$ cat src/rtl/rx_frame_pkg.sv
// Shared constants, state encoding and status record for the receive frame monitor.
package rx_frame_pkg;
  localparam logic [7:0]  PREAMBLE_BYTE = 8'h55;
  localparam logic [7:0]  SFD_BYTE      = 8'hD5;
  localparam logic [31:0] CRC_POLY      = 32'hEDB88320;
  localparam logic [31:0] CRC_INIT      = 32'hFFFFFFFF;
  localparam logic [31:0] CRC_RESIDUE   = 32'hDEBB20E3;
  localparam logic [1:0]  SPEED_1000    = 2'b10;
  localparam int          LEN_W         = 11;

  typedef enum logic [2:0] {IDLE, PREAMBLE, DATA, DONE, DROP} rx_state_e;

  typedef struct packed {
    logic             good;
    logic             match;
    logic             crc_err;
    logic             len_err;
    logic             rx_err;
    logic             align_err;
    logic [LEN_W-1:0] len;
  } rx_status_t;
endpackage

$ cat src/rtl/rx_frame_monitor_crc32_d8.sv
// Combinational one-byte step of the reflected Ethernet CRC-32.
module crc32_d8
  import rx_frame_pkg::*;
(
  input  logic [31:0] crc,
  input  logic [7:0]  data,
  output logic [31:0] crc_next
);
  always_comb begin
    crc_next = crc ^ {24'h0, data};
    for (int i = 0; i < 8; i++)
      crc_next = crc_next[0] ? ((crc_next >> 1) ^ CRC_POLY) : (crc_next >> 1);
  end
endmodule

$ cat src/rtl/rx_frame_monitor.sv
// Receive-side frame checker: delineation, nibble assembly, DA capture, FCS/length
// check, one-cycle status strobe and saturating good/bad counters.
module rx_frame_monitor
  import rx_frame_pkg::*;
#(
  parameter int MAX_LEN = 1522,
  parameter int MIN_LEN = 64
) (
  input  logic        clk,
  input  logic        rst,
  input  logic [1:0]  speed,
  input  logic [47:0] mac_address,
  input  logic        mac_valid,
  input  logic [7:0]  rxdat,
  input  logic        rxdv,
  input  logic        rxer,
  output logic        frame_done,
  output logic        frame_good,
  output logic        frame_match,
  output logic [10:0] frame_len,
  output logic        crc_err,
  output logic        len_err,
  output logic        rx_err,
  output logic        align_err,
  output logic [15:0] good_count,
  output logic [15:0] bad_count
);
  localparam logic [LEN_W-1:0] MIN_L    = LEN_W'(MIN_LEN);
  localparam logic [LEN_W-1:0] MAX_L    = LEN_W'(MAX_LEN);
  localparam logic [LEN_W-1:0] DA_BYTES = LEN_W'(6);

  logic [1:0]  speed_q;
  logic [47:0] mac_q;
  logic        mac_vld_q;
  logic [7:0]  rxd_q;
  logic        rxer_q;
  logic [1:0]  vld_pipe;
  logic        rxdv_q, dv_rise;

  rx_state_e   state, state_nxt;
  logic        start, in_pre, in_data, unit_act, eval;

  logic        mode_byte, byte_mode, nib_have;
  logic [3:0]  nib_lo;
  logic        byte_vld, sfd;
  logic [7:0]  byte_val;

  logic [31:0] crc_r, crc_nxt;
  logic [LEN_W-1:0] len_r;
  logic [47:0] da_r;
  logic        rx_err_r, align_r;

  rx_status_t  st_eval, status;
  logic [15:0] good_cnt, bad_cnt;

  // vld_pipe resets high so a frame already running at reset release is never taken as a rising edge
  always_ff @(posedge clk or negedge rst) begin
    if (!rst) begin
      speed_q   <= '0;
      mac_q     <= '0;
      mac_vld_q <= 1'b0;
      rxd_q     <= '0;
      rxer_q    <= 1'b0;
      vld_pipe  <= 2'b11;
    end else begin
      speed_q   <= speed;
      mac_q     <= mac_address;
      mac_vld_q <= mac_valid;
      rxd_q     <= rxdat;
      rxer_q    <= rxer;
      vld_pipe  <= {vld_pipe[0], rxdv};
    end
  end

  assign rxdv_q  = vld_pipe[0];
  assign dv_rise = vld_pipe[0] & ~vld_pipe[1];

  always_ff @(posedge clk or negedge rst) begin
    if (!rst) state <= IDLE;
    else      state <= state_nxt;
  end

  // The first sample of a frame is consumed on the start cycle, which may also be DONE
  always_comb begin
    start    = dv_rise & ((state == IDLE) | (state == DONE));
    in_pre   = start | (state == PREAMBLE);
    in_data  = (state == DATA);
    unit_act = rxdv_q & (in_pre | in_data);
    eval     = (state == DONE);
  end

  assign byte_mode = start ? (speed_q == SPEED_1000) : mode_byte;
  assign byte_vld  = unit_act & (byte_mode | (nib_have & ~start));
  assign byte_val  = byte_mode ? rxd_q : {rxd_q[3:0], nib_lo};
  assign sfd       = in_pre & byte_vld & (byte_val == SFD_BYTE);

  always_comb begin
    state_nxt = state;
    case (state)
      IDLE, DONE: state_nxt = start ? PREAMBLE : IDLE;
      PREAMBLE:   state_nxt = rxdv_q ? PREAMBLE : IDLE;
      DATA:       if (!rxdv_q) state_nxt = DONE;
      DROP:       if (!rxdv_q) state_nxt = IDLE;
      default:    state_nxt = IDLE;
    endcase
    if (in_pre & byte_vld)
      state_nxt = (byte_val == PREAMBLE_BYTE) ? PREAMBLE :
                  (byte_val == SFD_BYTE)      ? DATA     : DROP;
  end

  crc32_d8 u_crc (.crc(crc_r), .data(byte_val), .crc_next(crc_nxt));

  always_ff @(posedge clk or negedge rst) begin
    if (!rst) begin
      mode_byte <= 1'b0;
      nib_have  <= 1'b0;
      nib_lo    <= '0;
      crc_r     <= CRC_INIT;
      len_r     <= '0;
      da_r      <= '0;
      rx_err_r  <= 1'b0;
      align_r   <= 1'b0;
    end else begin
      if (start) mode_byte <= (speed_q == SPEED_1000);
      if (unit_act & ~byte_mode) begin
        nib_lo   <= rxd_q[3:0];
        nib_have <= ~(nib_have & ~start);
      end else begin
        nib_have <= 1'b0;
      end
      if (sfd) begin
        crc_r    <= CRC_INIT;
        len_r    <= '0;
        da_r     <= '0;
        rx_err_r <= 1'b0;
        align_r  <= 1'b0;
      end else if (in_data) begin
        if (rxdv_q) begin
          if (rxer_q) rx_err_r <= 1'b1;
          if (byte_vld) begin
            crc_r <= crc_nxt;
            if (len_r != '1)      len_r <= len_r + 1'b1;
            if (len_r < DA_BYTES) da_r  <= {da_r[39:0], byte_val};
          end
        end else begin
          align_r <= nib_have;
        end
      end
    end
  end

  always_comb begin
    st_eval           = '0;
    st_eval.len       = len_r;
    st_eval.crc_err   = (crc_r != CRC_RESIDUE);
    st_eval.len_err   = (len_r < MIN_L) || (len_r > MAX_L);
    st_eval.rx_err    = rx_err_r;
    st_eval.align_err = align_r;
    st_eval.match     = (len_r >= DA_BYTES) && ((mac_vld_q && (da_r == mac_q)) || (&da_r));
    st_eval.good      = !(st_eval.crc_err || st_eval.len_err || rx_err_r || align_r);
  end

  always_ff @(posedge clk or negedge rst) begin
    if (!rst) begin
      frame_done <= 1'b0;
      status     <= '0;
      good_cnt   <= '0;
      bad_cnt    <= '0;
    end else begin
      frame_done <= eval;
      if (eval) begin
        status <= st_eval;
        if (st_eval.good) begin
          if (good_cnt != 16'hFFFF) good_cnt <= good_cnt + 16'd1;
        end else begin
          if (bad_cnt != 16'hFFFF) bad_cnt <= bad_cnt + 16'd1;
        end
      end
    end
  end

  assign frame_good  = status.good;
  assign frame_match = status.match;
  assign frame_len   = status.len;
  assign crc_err     = status.crc_err;
  assign len_err     = status.len_err;
  assign rx_err      = status.rx_err;
  assign align_err   = status.align_err;
  assign good_count  = good_cnt;
  assign bad_count   = bad_cnt;
endmodule

$ cat config.mk
export PLATFORM = sky130hd
export DESIGN_NAME = rx_frame_monitor
export DESIGN_NICKNAME = d
export VERILOG_FILES = /design/src/rtl/rx_frame_pkg.sv /design/src/rtl/rx_frame_monitor_crc32_d8.sv /design/src/rtl/rx_frame_monitor.sv
export SDC_FILE = /design/constraint.sdc
export NUM_CORES = 1
export LEC_CHECK = 0
export BUFFER_PORTS_ARGS = -buffer_cell sky130_fd_sc_hd__buf_2
export CAP_MARGIN = 20
export CORE_MARGIN = 2
export CORE_UTILIZATION = 42
export CTS_BUF_LIST = sky130_fd_sc_hd__clkbuf_4
export DETAILED_ROUTE_END_ITERATION = 12
export PLACE_DENSITY = 0.57
export SLEW_MARGIN = 20
export SYNTH_ARGS = -nofsm -noshare
export SYNTH_HDL_FRONTEND = slang
export SYNTH_HIERARCHICAL = 1
export SYNTH_SLANG_ARGS = --single-unit
$ cat constraint.sdc
create_clock -name clk -period 3.8 [get_ports clk]
set_input_delay 0.76 -clock clk [delete_from_list [all_inputs] [get_ports clk]]
set_output_delay 0.76 -clock clk [all_outputs]
set_load 0.01 [all_outputs]
==> flow_summary.json, run 1 <==
{
  "run_status": "finished, final reports clean",
  "grt_overflow": 0,
  "numCtsBuffers": 60,
  "ctsHoldBuffers": 0,
  "p_int_mw": 4.10,
  "num_rows": 55,
  "p_sw_mw": 1.49,
  "hpwlAfterDp_um": 16100,
  "initialDrtViolationCount": 392,
  "synth-seq-area-share": 0.556,
  "synth_common_cells": "dfrtp_1, xnor2_1, nand2_1",
  "grt_setup_unrepaired": "false",
  "grt_pass1_vias": 7005,
  "syn_nets": 823,
  "layout_min_cycle_time_ps": 3580,
  "start_util": 0.429,
  "switching_share": 0.267,
  "antenna_found_initial": 1,
  "cts_tree": "built",
  "vias_per_cell": 5.33,
  "clockPowerShare": 0.354,
  "clk_latency_ps": 670,
  "seqPwrFrac": 0.430,
  "crit_slowest_cell": "dfstp_2",
  "clockRootBuffer": "clkbuf_4",
  "yosysUniqueCellTypes": 75,
  "yosysMostFrequentCell": "dfrtp_1",
  "cts_num_sinks": 214,
  "synth_top_cell_by_area": "dfrtp_1",
  "synth-adder-area-share": 0.00490,
  "pwr-share-comb": 0.216,
  "worst_pin_slew_ps": 830,
  "synth_area_per_cell_um2": 12.8,
  "required_ps": 4380,
  "pin_count": 113,
  "fin_skew_ps": 35.5,
  "numPortBuffers": 112,
  "leakage_nw": 5.34,
  "relSlewSlack": 0.446,
  "synth_edf_count": 0,
  "ys_ff_latch": 214,
  "avgRoutedWirePerCell_um": 18.6,
  "dieArea_um2": 24400,
  "crit_type": "flop to flop",
  "core_um2": 22600,
  "worstPathArrival_ps": 4160,
  "num_vias": 6615,
  "finalSetupViolations": 0,
  "crit_buf_inv": 1,
  "dieHeight_um": 156,
  "clk_pin_slew_ps": 60,
  "fmax_mhz": 279,
  "hold_path_class": "input pin to async pin",
  "setup_tns_ps": 0,
  "start_kind": "flop",
  "postRouteAntennaNets": 0,
  "post_cts.repair.setup_buffers": 0,
  "routed_wl_um": 23000,
  "fin_nets": 985,
  "maxCapViolations": 0,
  "synthesis.area_um2": 9710,
  "grt_max_degree": 91,
  "clockBufferDepth": 3,
  "die_x_um": 156,
  "yosysWarningCount": 6,
  "end_kind": "flop",
  "finalMaxSlewViolations": 0,
  "areaGrowthSynthToFinish_pct": 16.8,
  "cp_max_fo": 10,
  "route.detailed.drc": 0,
  "fin_crit_sh": 0.942,
  "synth-main-ff-cell": "dfrtp_1",
  "final_layout_size_suffix_gt1_frac": 0.310,
  "crit_family": "XOR/XNOR gates",
  "yosys.area.top_type_share": 0.464,
  "synthSimpleGateAreaFrac": 0.117,
  "htreeDepth": 2,
  "ctsResizeCount": 0,
  "p_total_mw": 5.59,
  "first_pass_iters": 4,
  "synth-xor-area-share": 0.171,
  "critical_path.cell_chain": "nor3b_2 > nand2_1 > a21oi_1 > clkinv_1 > mux2_2 > xnor2_4 > xnor3_2 > xnor3_1 > o22a_1",
  "slowest_delay_ps": 630,
  "synth_mux_area_frac": 0.0184,
  "ir_drop_uv": 217,
  "grt_pass1_wl_um": 37500,
  "power.density_nw_per_um2": 493,
  "async_reset_ff_frac": 1.00,
  "place_congestion": 0.859,
  "syn_inst": 757,
  "synth_top_family_by_area": "XOR/XNOR gates",
  "synth.area.top_cells": "dfrtp_1, dfstp_2, xnor2_1",
  "fillers": 2002,
  "synth-compound-area-share": 0.112,
  "hold_viol_final": 0,
  "track_usage": 0.195
}
## stage by stage
| step | area (µm²) | hold slack (ps) | std cells | setup slack, ps | util |
|---|---|---|---|---|---|
| 2_1_floorplan | 9710 | 352 | 757 | 373 | - |
| 3_3_place_gp | 10600 | 413 | 1142 | 322 | 0.469 |
| 3_5_place_dp | 10600 | 424 | 1142 | 217 | 0.469 |
| 4_1_cts | 11300 | 136 | 1239 | 166 | 0.500 |
| 5_1_grt | 11300 | 128 | 1240 | 23.2 | 0.501 |
| 6_report | 11300 | 172 | 1242 | 221 | 0.501 |
## power by group through the flow
| stage | clock network [mW] | logic [mW] | registers, mW |
|---|---|---|---|
| 3_5_place_dp | 0 | 1.21 | 2.44 |
| 5_1_grt | 2.17 | 1.30 | 2.41 |
| 3_3_place_gp | 0 | 1.19 | 2.44 |
| 6_report | 1.98 | 1.21 | 2.40 |
| 2_1_floorplan | 0 | 0.979 | 2.42 |
| 4_1_cts | 2.06 | 1.22 | 2.40 |
## final cells by class
cell class	count	area [µm²]	share of cell area
flip-flops and latches	214	5400	0.476
clock buffers	89	668	0.0589
multi-input cells	500	4120	0.363
inverters	15	56.3	0.00496
well taps	285	357	0.0314
diodes	3	7.51	0.000662
clock inverters	8	33.8	0.00298
repair buffers	128	702	0.0619
## layer usage
layer	up-vias	wire, µm	track usage
met5	-	0	0
met4	0	572	0.0716
met3	54	1260	0.0478
met2	201	11300	0.321
met1	3262	9910	0.250
li1	3098	-	-
## cell families (layout without fill, tap and decap cells)
group / Yosys count / after routing
compound gates: 135 / 135
mux: 16 / 16
other cells: 0 / 3
xor+xnor: 138 / 138
fa+ha+maj: 4 / 4
simple gates: 207 / 207
flops: 214 / 214
buf+inv: 43 / 240
## worst paths after layout
kind,from,endpoint,slack (ps),cells past startpoint
worst min-delay path,rst,mac_q[33],170,1
min in group clk,mac_address[26],mac_q[26],190,1
max in group asynchronous,rst,crc_r[31],2740,2
worst min register to register,vld_pipe[0],vld_pipe[1],440,0
worst max register to register,vld_pipe[0],crc_r[22],220,9
worst max-delay path,vld_pipe[0],crc_r[22],220,9
## state kept, by name (all words and copies together), names as in the netlist, 3 cells and up
name        count
da_r           48
state           3
mac_q          48
frame_len      11
bad_count      16
nib_lo          4
rxd_q           8
good_count     16
crc_r          32
len_r          11
## cells in the final DEF, fill, tap and decap left out, types with 6 or more instances in the layout
master / n
a21oi_1: 11
a22o_1: 47
and3_1: 7
and4_1: 6
buf_2: 111
buf_4: 15
clkbuf_4: 89
clkinv_1: 6
dfrtp_1: 179
dfstp_2: 34
inv_1: 14
mux2_2: 12
nand2_1: 65
nand3_1: 27
nand4_1: 33
nor2_1: 19
nor3_1: 12
nor4_1: 8
o21ai_0: 8
o22a_1: 32
xnor2_1: 71
xnor2_2: 7
xnor3_1: 12
xor2_1: 32
xor3_1: 8
(Power assumes the default switching activity.)
==> inputs of run 2 (changes only) <==
- CORE_MARGIN: 2 -> 5
==> flow_summary.json, run 2 (same netlist as run 1, synthesis figures left out) <==
{
  "core_um2": 22700,
  "avgRoutedWirePerCell_um": 18.5,
  "areaGrowthSynthToFinish_pct": 18.0,
  "setup.worst_path.start": "state[0]",
  "setup_tns_ps": 0,
  "clockPowerShare": 0.363,
  "final_layout_size_suffix_gt1_frac": 0.305,
  "run_status": "finished, final reports clean",
  "fmax_mhz": 285,
  "reg_top3": "da_r: 48 flops, mac_q: 48 flops, crc_r: 32 flops",
  "ctsHoldBuffers": 0,
  "numPortBuffers": 112,
  "first_pass_iters": 4,
  "crit_type": "flop to flop",
  "placed_area_um2": 10700,
  "place_congestion": 0.820,
  "required_ps": 4380,
  "hpwlAfterDp_um": 16000,
  "dieHeight_um": 162,
  "worstPathArrival_ps": 4090,
  "clockBufferDepth": 3,
  "finalMaxSlewViolations": 0,
  "fin_area_um2": 11500,
  "finalSetupViolations": 0,
  "fin_skew_ps": 22.9,
  "power.density_nw_per_um2": 497,
  "grt_max_degree": 91,
  "worst_pin_slew_ps": 866,
  "numCtsBuffers": 59,
  "postRouteAntennaNets": 0,
  "grt_overflow": 0,
  "start_util": 0.428,
  "p_sw_mw": 1.51,
  "end_kind": "flop",
  "fin_crit_sh": 0.925,
  "p_int_mw": 4.19,
  "grt_setup_unrepaired": "false",
  "route.detailed.drc": 0,
  "leakage_nw": 5.39,
  "clk_pin_slew_ps": 80,
  "ir_drop_uv": 233,
  "final_cell_mix": "dfrtp_1, buf_2, clkbuf_4",
  "clockRootBuffer": "clkbuf_4",
  "post_cts.repair.setup_buffers": 0,
  "pin_count": 113,
  "pwr-share-comb": 0.216,
  "maxCapViolations": 0,
  "cts_num_sinks": 214,
  "clk_latency_ps": 670,
  "antenna_found_initial": 2,
  "cts_tree": "built",
  "final_common_cell": "dfrtp_1",
  "fin_nets": 986,
  "r2r_start": "state[0]",
  "num_vias": 6521,
  "vias_per_cell": 5.20,
  "start_kind": "flop",
  "htreeDepth": 2,
  "die_x_um": 162,
  "hold_viol_final": 0,
  "dieArea_um2": 26300,
  "num_rows": 55,
  "track_usage": 0.178,
  "relSlewSlack": 0.421,
  "cp_max_fo": 8,
  "grt_pass1_wl_um": 37500,
  "grt_pass1_vias": 6849,
  "layout_min_cycle_time_ps": 3510,
  "seqPwrFrac": 0.421,
  "routed_wl_um": 23200,
  "initialDrtViolationCount": 352,
  "hold_path_class": "input pin to async pin",
  "ctsResizeCount": 0,
  "switching_share": 0.265
}
## run 2: cell types whose count changed in the layout (fill, tap and decap cells not counted), moves of 2 or more
cell	previous run	this run
clkbuf_4	89	87
clkinv_1	6	20
diode_2	3	1
xnor2_2	7	5
xnor2_4	4	6
## run 2: layer usage
| layer | part of all wire | track usage | wire length, µm | vias to the layer above |
|---|---|---|---|---|
| met5 | 0.00056 | 0 | 13 | - |
| met4 | 0.021 | 0.0623 | 493 | 2 |
| met3 | 0.051 | 0.0424 | 1180 | 42 |
| met2 | 0.49 | 0.284 | 11300 | 163 |
| li1 | - | - | - | 3110 |
| met1 | 0.44 | 0.239 | 10200 | 3204 |
## run 2: path summary, 6_finish.rpt
kind / endpoint / slack (ps) / cells after the start
worst max-delay path: crc_r[17] / 290 / 9
worst min-delay path: da_r[47] / 100 / 1
worst max register to register: crc_r[17] / 290 / 9
worst min register to register: vld_pipe[1] / 420 / 0
max in group asynchronous: crc_r[16] / 2800 / 2
min in group clk: mac_q[35] / 210 / 1
## run 2: stage by stage
stage / power, mW / hold slack, ps / util / worst slack, ps / std cells
final: 5.70 / 99.2 / 0.505 / 285 / 1255
after global routing: 6.03 / 75.9 / 0.505 / 47.1 / 1255
after CTS: 5.79 / 57.1 / 0.503 / 219 / 1254
after detailed placement: 3.66 / 421 / 0.469 / 243 / 1144
after global placement: 3.66 / 416 / 0.469 / 282 / 1144
after floorplan: 3.40 / 352 / - / 373 / 757
## run 2: critical path: stages (launching register included)
cell and delay (ps):
dfrtp_1 510, xnor2_4 320, nand2_1 160, a21oi_1 320, clkinv_1 290, mux2_2 400, xnor2_4 350, xnor3_1 520
xor3_1 360, o22a_1 220
## run 2: final cells by class
type                    instances  area, µm²
diodes                          1       2.50
repair buffers                130        729
fillers                      2071      11200
flip-flops and latches        214       5400
clock buffers                  87        653
well taps                     285        357
inverters                      15       56.3
clock inverters                23        115
multi-input cells             500       4150
## run 2: power by group through the flow
stage	combinational [mW]	clock (mW)	sequential [mW]
5_1_grt	1.33	2.29	2.41
3_3_place_gp	1.22	0	2.44
3_5_place_dp	1.22	0	2.44
6_report	1.23	2.07	2.40
2_1_floorplan	0.979	0	2.42
4_1_cts	1.23	2.15	2.40
==> inputs of run 3 (changes only) <==
- ABC_AREA: not set -> 1
- PLACE_DENSITY: 0.57 -> 0.56
==> flow_summary.json, run 3 <==
{
  "run_status": "finished, final reports clean",
  "fin_nets": 1491,
  "final_layout_size_suffix_gt1_frac": 0.201,
  "initialDrtViolationCount": 478,
  "yosysUniqueCellTypes": 45,
  "fin_skew_ps": 76.7,
  "dieArea_um2": 28900,
  "route.detailed.drc": 0,
  "clk_latency_ps": 720,
  "async_reset_ff_frac": 1.00,
  "grt_overflow": 0,
  "clockBufferDepth": 3,
  "reg_top3": "da_r: 48 flops, mac_q: 48 flops, crc_r: 32 flops",
  "synth-seq-area-share": 0.502,
  "fin_crit_sh": 0.752,
  "postRouteAntennaNets": 0,
  "dieHeight_um": 170,
  "synth_edf_count": 0,
  "start_util": 0.427,
  "end_kind": "flop",
  "grt_pass1_wl_um": 43400,
  "required_ps": 4360,
  "grt_max_degree": 97,
  "syn_nets": 1342,
  "r2r_setup_slack_ps": 940,
  "yosysMostFrequentCell": "nand2_1",
  "numPortBuffers": 112,
  "ctsResizeCount": 0,
  "synth_area_per_cell_um2": 8.43,
  "synth.area.top_cells": "dfrtp_1, nand2_1, dfstp_2",
  "clockRootBuffer": "clkbuf_4",
  "synth_top_cell_by_area": "dfrtp_1",
  "hold_viol_final": 0,
  "maxCapViolations": 0,
  "place_congestion": 0.865,
  "areaGrowthSynthToFinish_pct": 15.0,
  "htreeDepth": 2,
  "start_kind": "flop",
  "crit_type": "flop to flop",
  "worst_pin_slew_ps": 914,
  "post_cts.repair.setup_buffers": 0,
  "num_rows": 58,
  "numCtsBuffers": 59,
  "core_um2": 25200,
  "antenna_found_initial": 1,
  "r2r_cells": 14,
  "avgRoutedWirePerCell_um": 14.5,
  "pin_count": 113,
  "fmax_mhz": 350,
  "ys_ff_latch": 214,
  "routed_wl_um": 26000,
  "vias_per_cell": 4.82,
  "cts_tree": "built",
  "syn_inst": 1276,
  "hold_path_class": "input pin to async pin",
  "synth-main-ff-cell": "dfrtp_1",
  "final_common_cell": "nand2_1",
  "yosysWarningCount": 6,
  "finalMaxSlewViolations": 0,
  "track_usage": 0.182,
  "worstPathArrival_ps": 3410,
  "yosys.area.top_type_share": 0.419,
  "grt_setup_unrepaired": "false",
  "die_x_um": 170,
  "grt_pass1_vias": 8707,
  "ctsHoldBuffers": 0,
  "leakage_nw": 5.90,
  "power.density_nw_per_um2": 493,
  "relSlewSlack": 0.385,
  "ir_drop_uv": 296,
  "layout_min_cycle_time_ps": 2860,
  "fin_util": 0.491,
  "cp_max_fo": 33,
  "r2r_start": "state[2]",
  "cts_num_sinks": 214,
  "synthesis.area_um2": 10800,
  "synth_common_cells": "nand2_1, dfrtp_1, inv_1",
  "first_pass_iters": 7,
  "hpwlAfterDp_um": 18300,
  "finalSetupViolations": 0,
  "r2r-end": "crc_r[4]",
  "final_cell_mix": "nand2_1, dfrtp_1, inv_1",
  "setup_tns_ps": 0,
  "num_vias": 8658,
  "clk_pin_slew_ps": 70
}
[run 3: cell types whose count changed in the layout (fill, tap and decap cells not counted), sizes merged, moves of 13 or more]
cell / previous run / this run
mux2: 15 / 2
nand2: 65 / 426
nor2: 20 / 87
xor2: 35 / 72
o21ai: 13 / 116
o22a: 32 / 0
nand3: 28 / 74
inv: 15 / 124
xnor2: 82 / 36
a22o: 47 / 0
[run 3: cell type report]
type | instances | area, µm²
flip-flops and latches | 214 | 5400
repair buffers | 123 | 666
clock inverters | 17 | 75.1
inverters | 123 | 462
diodes | 1 | 2.50
well taps | 330 | 413
clock buffers | 86 | 646
multi-input cells | 904 | 4710
fillers | 2553 | 12800
[run 3: how the worst max path moves through the flow]
stage                startpoint         to  slack (ps)
floorplan           vld_pipe[0]  crc_r[15]        1470
global placement    vld_pipe[0]  crc_r[11]        1000
detailed placement  vld_pipe[0]    da_r[6]         940
CTS                    state[2]   crc_r[4]         910
global route           state[2]   crc_r[3]         580
finish                 state[2]   crc_r[4]         940
[run 3: worst max-delay path, cell delays in order (launching register included)]
cell and delay [ps]:
dfrtp_1 380, inv_1 90, nand3_1 130, nand2_2 180, nand2_4 110, nand2_4 100
nand3_1 70, nand2_1 220, nand2_1 140, nor2_2 210, nand3_4 150, clkinv_1 230
buf_4 410, nor2_1 70, o21ai_0 190
[run 3: where the power goes]
group          internal, mW  total, mW  switching [mW]
Sequential             2.35       2.39          0.0392
Clock                  1.03       2.00           0.962
Combinational         0.645       1.72            1.07
[run 3: kinds of logic (layout without fill, tap and decap cells)]
family	Yosys count	in the layout	synth area share
flops	214	214	0.502
compound gates	136	136	0.0663
xor+xnor	109	109	0.0970
mux	2	2	0.00209
buf+inv	158	349	0.0604
fa+ha+maj	3	3	0.00349
other cells	0	1	0
simple gates	654	654	0.269
[run 3: metal layers]
metal,wire length (µm),vias to the layer above,global-route usage
met5,0,-,0
met4,693,0,0.0663
met3,1290,58,0.0404
met2,12200,181,0.297
met1,11800,4009,0.237
li1,-,4410,-
[run 3: stage by stage]
| step | hold slack [ps] | worst slack, ps | instance area (µm²) | power (mW) | std cells |
|---|---|---|---|---|---|
| detailed placement | 410 | 938 | 11700 | 4.15 | 1694 |
| global route | 40.0 | 581 | 12400 | 6.56 | 1798 |
| CTS | 33.6 | 910 | 12400 | 6.21 | 1797 |
| finish | 50.4 | 943 | 12400 | 6.10 | 1798 |
| floorplan | 399 | 1470 | 10800 | 3.76 | 1276 |
| global placement | 407 | 1000 | 11700 | 4.13 | 1694 |
